<file path="src/rtl/uart_rx_ctrl_pkg.sv">
// uart_rx_ctrl_pkg: shared types and constants for the UART receive controller.
// Holds the FSM state encoding, the legal oversampling ratios and the frame data width.
package uart_rx_ctrl_pkg;

  typedef enum logic [2:0] {
    IDLE,
    START,
    DATA,
    PARITY,
    STOP,
    ERR_CHK
  } rx_state_t;

  localparam logic [5:0] PRESCALE_8  = 6'd8;
  localparam logic [5:0] PRESCALE_16 = 6'd16;
  localparam logic [5:0] PRESCALE_32 = 6'd32;

  localparam int         DATA_WIDTH    = 8;
  localparam logic [3:0] LAST_DATA_BIT = 4'(DATA_WIDTH);

  // Any ratio other than 16 or 32 falls back to 8.
  function automatic logic [5:0] legal_prescale(input logic [5:0] p);
    case (p)
      PRESCALE_16: return PRESCALE_16;
      PRESCALE_32: return PRESCALE_32;
      default:     return PRESCALE_8;
    endcase
  endfunction

endpackage

</file>
<file path="src/rtl/uart_rx_edge_bit_counter.sv">
// uart_rx_edge_bit_counter: oversample position (edge_cnt) and bit index (bit_cnt)
// within a frame. Both counters sit at zero while enable is low, so the first
// enabled cycle of a frame always starts at edge 0 / bit 0.
module uart_rx_edge_bit_counter
  import uart_rx_ctrl_pkg::*;
(
  input  logic       CLK,
  input  logic       RST,
  input  logic       enable,
  input  logic [5:0] Prescale,
  output logic [5:0] edge_cnt,
  output logic [3:0] bit_cnt,
  output logic       wrap
);

  // Last oversample of the current bit.
  assign wrap = enable && (edge_cnt == Prescale - 6'd1);

  // Advance the oversample position, bumping the bit index at each wrap.
  always_ff @(posedge CLK or posedge RST) begin
    if (RST) begin
      edge_cnt <= '0;
      bit_cnt  <= '0;
    end else if (!enable) begin
      edge_cnt <= '0;
      bit_cnt  <= '0;
    end else if (wrap) begin
      edge_cnt <= '0;
      bit_cnt  <= bit_cnt + 4'd1;
    end else begin
      edge_cnt <= edge_cnt + 6'd1;
    end
  end

endmodule

</file>
<file path="src/rtl/uart_rx_ctrl.sv">
// uart_rx_ctrl: frame-level controller of an oversampling UART receiver.
// Sequences start/data/parity/stop bits, raises the datapath enables in the
// middle of each bit and reports one-cycle frame results in ERR_CHK.
// Optional parity support is compiled in with `define UART_RX_PARITY_EN.
module uart_rx_ctrl
  import uart_rx_ctrl_pkg::*;
(
  input  logic       CLK,
  input  logic       RST,
  input  logic       RX_IN,
  input  logic [5:0] Prescale,
  input  logic       PAR_EN,
  input  logic       sampled_bit,
  input  logic       par_err,
  input  logic       strt_glitch,
  input  logic       stp_err,
  output logic [5:0] edge_cnt,
  output logic       dat_samp_en,
  output logic       deser_en,
  output logic       strt_chk_en,
  output logic       par_chk_en,
  output logic       stp_chk_en,
  output logic       data_valid,
  output logic       parity_error,
  output logic       framing_error
);

  rx_state_t  state;
  logic [5:0] prescale_q;
  logic [3:0] bit_cnt;
  logic       wrap;
  logic       cnt_en;
  logic [5:0] mid_cnt;
  logic       start_abort;
  logic       stop_exit;
  logic       par_fail;
  logic       unused_inputs;

`ifdef UART_RX_PARITY_EN
  logic par_en_q;

  assign par_fail      = par_en_q && par_err;
  assign unused_inputs = sampled_bit;
`else
  assign par_fail      = 1'b0;
  assign par_chk_en    = 1'b0;
  assign parity_error  = 1'b0;
  assign unused_inputs = &{1'b0, sampled_bit, PAR_EN, par_err};
`endif

  // Sample point of a bit; the sampler's vote is valid here.
  assign mid_cnt = {1'b0, prescale_q[5:1]} + 6'd2;

  // Checker results arrive one cycle after the sample point.
  assign start_abort = (state == START) && (edge_cnt == mid_cnt + 6'd1) && strt_glitch;
  assign stop_exit   = (state == STOP)  && (edge_cnt == mid_cnt + 6'd1);

  // Counting stops on the cycle the frame is left, so edge_cnt reads 0 afterwards.
  assign cnt_en = dat_samp_en && !start_abort && !stop_exit;

  uart_rx_edge_bit_counter u_counter (
    .CLK      (CLK),
    .RST      (RST),
    .enable   (cnt_en),
    .Prescale (prescale_q),
    .edge_cnt (edge_cnt),
    .bit_cnt  (bit_cnt),
    .wrap     (wrap)
  );

  // Frame FSM with registered enables; strobes are set one cycle early so they
  // line up with edge_cnt == mid_cnt.
  always_ff @(posedge CLK or posedge RST) begin
    if (RST) begin
      state         <= IDLE;
      prescale_q    <= PRESCALE_8;
      dat_samp_en   <= 1'b0;
      deser_en      <= 1'b0;
      strt_chk_en   <= 1'b0;
      stp_chk_en    <= 1'b0;
      data_valid    <= 1'b0;
      framing_error <= 1'b0;
`ifdef UART_RX_PARITY_EN
      par_en_q      <= 1'b0;
      par_chk_en    <= 1'b0;
      parity_error  <= 1'b0;
`endif
    end else begin
      // NOTE: strobes default low every cycle and are re-raised only where needed,
      // which keeps every pulse exactly one cycle wide.
      deser_en      <= 1'b0;
      strt_chk_en   <= 1'b0;
      stp_chk_en    <= 1'b0;
      data_valid    <= 1'b0;
      framing_error <= 1'b0;
`ifdef UART_RX_PARITY_EN
      par_chk_en    <= 1'b0;
      parity_error  <= 1'b0;
`endif
      case (state)
        IDLE: begin
          // Frame configuration is captured only while the line is idle.
          prescale_q <= legal_prescale(Prescale);
`ifdef UART_RX_PARITY_EN
          par_en_q   <= PAR_EN;
`endif
          if (!RX_IN) begin
            state       <= START;
            dat_samp_en <= 1'b1;
          end
        end

        START: begin
          if (edge_cnt == mid_cnt - 6'd1) strt_chk_en <= 1'b1;
          if (start_abort) begin
            state       <= IDLE;
            dat_samp_en <= 1'b0;
          end else if (wrap) begin
            state <= DATA;
          end
        end

        DATA: begin
          if (edge_cnt == mid_cnt - 6'd1) deser_en <= 1'b1;
          if (wrap && (bit_cnt == LAST_DATA_BIT)) begin
`ifdef UART_RX_PARITY_EN
            state <= par_en_q ? PARITY : STOP;
`else
            state <= STOP;
`endif
          end
        end

`ifdef UART_RX_PARITY_EN
        PARITY: begin
          if (edge_cnt == mid_cnt - 6'd1) par_chk_en <= 1'b1;
          if (wrap) state <= STOP;
        end
`endif

        STOP: begin
          if (edge_cnt == mid_cnt - 6'd1) stp_chk_en <= 1'b1;
          // Leave mid-stop-bit so a back-to-back start bit is not missed.
          if (stop_exit) begin
            state         <= ERR_CHK;
            dat_samp_en   <= 1'b0;
            data_valid    <= !stp_err && !par_fail;
            framing_error <= stp_err;
`ifdef UART_RX_PARITY_EN
            parity_error  <= par_fail;
`endif
          end
        end

        ERR_CHK: begin
          if (!RX_IN) begin
            state       <= START;
            dat_samp_en <= 1'b1;
          end else begin
            state <= IDLE;
          end
        end

        default: begin
          state       <= IDLE;
          dat_samp_en <= 1'b0;
        end
      endcase
    end
  end

endmodule

</file>
<file path="config.mk">
export PLATFORM = sky130hd
export DESIGN_NAME = uart_rx_ctrl
export DESIGN_NICKNAME = d
export VERILOG_FILES = /design/src/rtl/uart_rx_ctrl_pkg.sv /design/src/rtl/uart_rx_edge_bit_counter.sv /design/src/rtl/uart_rx_ctrl.sv
export SDC_FILE = /design/constraint.sdc
export NUM_CORES = 1
export LEC_CHECK = 0
export BUFFER_PORTS_ARGS = -buffer_cell sky130_fd_sc_hd__buf_2
export CORE_MARGIN = 8
export CORE_UTILIZATION = 40
export DETAILED_ROUTE_END_ITERATION = 10
export GPL_ROUTABILITY_DRIVEN = 0
export HOLD_SLACK_MARGIN = 0.06
export PLACE_DENSITY = 0.61
export SLEW_MARGIN = 20
export SYNTH_ARGS = -nofsm -noshare
export SYNTH_HDL_FRONTEND = slang
export SYNTH_HIERARCHICAL = 1
export SYNTH_SLANG_ARGS = --single-unit
</file>
<file path="constraint.sdc">
create_clock -name CLK -period 2.33 [get_ports CLK]
set_input_delay 0.466 -clock CLK [delete_from_list [all_inputs] [get_ports CLK]]
set_output_delay 0.466 -clock CLK [all_outputs]
set_load 0.03 [all_outputs]
</file>
==> results.sh <==
export IMPL_status="completed"
export IMPL_powerDensity_nw_per_um2=837.8
export IMPL_r2r_setup_slack_ns=0.21
export IMPL_seqCellArea_um2=554.3
export IMPL_maxCapViolCount=0
export IMPL_setup_slack_ns=0.2138
export IMPL_cp_max_fo=8
export IMPL_tightest_slew_ns=0.5008
export IMPL_hp_class="input port to asynchronous set/reset pin"
export IMPL_setup_viol=0
export IMPL_synthFlopType="dfrtp_1"
export IMPL_drtIter0Drc=30
export IMPL_ys_seq_area_share_pct=41.41
export IMPL_nFillCells=332
export IMPL_yosys_warnings=6
export IMPL_slew_viol_final=0
export IMPL_synth_distinct_cells=45
export IMPL_antenna_found_initial=0
export IMPL_synth_seq_cells=22
export IMPL_crit_type="flop to flop"
export IMPL_pwr_share_seq_pct=37.3
export IMPL_ir_worst_vdd_mv=0.4305
export IMPL_core_rowCount=21
export IMPL_setup_tns_final_ns=0
export IMPL_gr_total_overflow=0
export IMPL_rsz0062_at_grt="false"
export IMPL_dp_cells=229
export IMPL_vias=1132
export IMPL_diodes=0
export IMPL_numCtsBuffers=3
export IMPL_remaining_drc_errors=0
export IMPL_pwr_share_clk_pct=15.1
export IMPL_dp_slack_ns=0.1964
export IMPL_die_w_um=73.72
export IMPL_clk_latency_ns=0.30
export IMPL_cts_sinks=22
export IMPL_synth_area_top_cells="dfrtp_1, xor2_1, inv_1, nor2_1, xnor2_1"
export IMPL_ios=28
export IMPL_critical_path_arrival_ns=2.36
export IMPL_die_height_um=73.72
export IMPL_grt_pass1_wl_um=5030
export IMPL_multi_input_area_um2=772.0
export IMPL_yosysTopAreaCellShare_pct=39.44
export IMPL_start_util_pct=40.90
export IMPL_finalHoldViolations=0
export IMPL_syn2layout_area_growth_pct=24.41
export IMPL_max_freq_mhz=472.5
export IMPL_final_common_cell="buf_2"
export IMPL_combPwrFrac_pct=47.6
export IMPL_grt_max_degree=13
export IMPL_finClkSkew_ns=0.002802
export IMPL_synth_top_area_cell="dfrtp_1"
export IMPL_final_area_um2=1658
export IMPL_post_drt_wl_per_cell_um=12.33
export IMPL_required_ns=2.57
export IMPL_synth_cells=143
export IMPL_async_reset_ff_share_pct=100.0
export IMPL_final_core_util_pct=50.88
export IMPL_switchingPower_mw=0.5774
export IMPL_crit_path_start="state[2]"
export IMPL_ff2ff_path_depth=8
export IMPL_p_leak_nw=0.7876
export IMPL_use_met3_pct=3.683
export IMPL_crit_end="state[1]"
export IMPL_synth_area_um2=1333
export IMPL_drive_gt1_share_pct=26.20
export IMPL_antenna_left=0
export IMPL_cts_root_buf="clkbuf_4"
export IMPL_met1_usage_pct=14.50
export IMPL_dpl_instance_area_um2=1592
export IMPL_cts_setup_buffers=0
export IMPL_rr_startpoint="state[2]"
export IMPL_clockBufferDepth=2
export IMPL_grt_busiest_layer="met2"
export IMPL_io_buffers=22
export IMPL_htree_levels=1
export IMPL_final_cell_mix="buf_2, dfrtp_1, inv_1"
export IMPL_final_nets=205
export IMPL_grt_pass1_vias=1086
export IMPL_swShare_pct=41.57
export IMPL_hpwlAfterDp_um=2249
export IMPL_grtUsageTotal_pct=11.67
export IMPL_r2r_end="state[1]"
export IMPL_period_needed_ns=2.116
export IMPL_grtUsageMet2_pct=18.50
export IMPL_final_cell_count_no_fill=233
export IMPL_internal_power_mw=0.8115
export IMPL_fp_dieArea_um2=5434
export IMPL_avgSynthCellArea_um2=9.318
export IMPL_viasPerCell=4.858
export IMPL_max_slew_margin_pct=66.36
export IMPL_cts_tree="built"
export IMPL_cts_clk_slew_worst_paths_ns=0.12
export IMPL_crit_path_end_kind="flop"
export IMPL_fin_crit_sh_pct=90.83
export IMPL_synth_edf_count=0
export IMPL_dr_pass1_iters=4
export IMPL_start_kind="flop"
export IMPL_wirelength_um=2872
export IMPL_core_region_area_um2=3258
[per-layer routing]
layer / vias to the layer above / routed length (um)
li1: 568 / -
met1: 534 / 1257
met2: 26 / 1370
met3: 4 / 216
met4: 0 / 27
met5: - / 0
[layout make-up]
cell class / instances / area share, %
flip-flops and latches: 22 / 33.43
clock buffers: 4 / 2.189
well taps: 46 / 3.472
multi-input cells: 114 / 46.57
inverters: 16 / 3.623
repair buffers: 31 / 10.72
[worst min path at each step]
stage | start | cells after the start | end
floorplan | RST | 1 | u_counter/bit_cnt[0]
global placement | RST | 2 | u_counter/edge_cnt[1]
detailed placement | RST | 2 | u_counter/edge_cnt[1]
CTS | RST | 2 | u_counter/bit_cnt[1]
global route | RST | 2 | u_counter/edge_cnt[0]
finish | RST | 2 | u_counter/bit_cnt[1]
[power by group through the flow]
| stage | logic, mW | registers, mW | clock network, mW |
|---|---|---|---|
| 4_1_cts | 0.636 | 0.517 | 0.219 |
| 3_5_place_dp | 0.633 | 0.525 | 0 |
| 3_3_place_gp | 0.621 | 0.522 | 0 |
| 2_1_floorplan | 0.360 | 0.598 | 0 |
| 6_report | 0.661 | 0.518 | 0.210 |
| 5_1_grt | 0.738 | 0.531 | 0.235 |
[registers in the layout, summed over array words and instances (netlist names)]
signal / cells
u_counter/bit_cnt: 4
deser_en: 1
state: 3
data_valid: 1
u_counter/edge_cnt: 6
stp_chk_en: 1
dat_samp_en: 1
prescale_q: 3
framing_error: 1
strt_chk_en: 1
[synthesized netlist by cell type, drive strengths merged, types with 2 or more instances]
| library cell | instances |
|---|---|
| nand3 | 3 |
| nor3 | 6 |
| a21oi | 6 |
| o31ai | 2 |
| mux2i | 3 |
| inv | 16 |
| nor2 | 14 |
| o21ai | 4 |
| ha | 3 |
| o32ai | 2 |
| or3b | 3 |
| nand2 | 9 |
| nand2b | 4 |
| dfrtp | 21 |
| nand3b | 2 |
| xnor2 | 5 |
| xor2 | 10 |
| nor4b | 2 |
| buf | 4 |
| or4 | 4 |
| nor4 | 2 |
[through the flow]
stage	hold WS [ns]	power [mW]
5_1_grt	0.1372	1.504
3_5_place_dp	0.4644	1.158
6_report	0.1249	1.389
3_3_place_gp	0.4580	1.144
2_1_floorplan	0.3062	0.9581
4_1_cts	0.1183	1.373
[worst max-delay path: stages, from the launching register on]
cell and delay, ns:
dfrtp_2 0.48, or3b_2 0.51, o21ai_0 0.15, a21boi_0 0.14
inv_1 0.14, nor3_2 0.06, and3_1 0.19, o22ai_1 0.21
a2bb2oi_2 0.17
[cells by family after synthesis]
kind of cell	count (synthesis)	share of synthesized area (%)
other	1	0.2814
AOI/OAI and AO/OA	26	14.27
muxes	3	2.254
adders and majority gates	3	2.817
DFF	22	41.41
buffers and inverters	21	6.666
xor gates and xnor gates	15	9.859
and+or+nand+nor	52	22.44
[timing repair]
action	in CTS	in global routing
hold buffers	0	0
resized for setup	0	6
endpoints found under the setup margin	0	2
hold endpoints to repair	0	0
(Power assumes the default switching activity.)
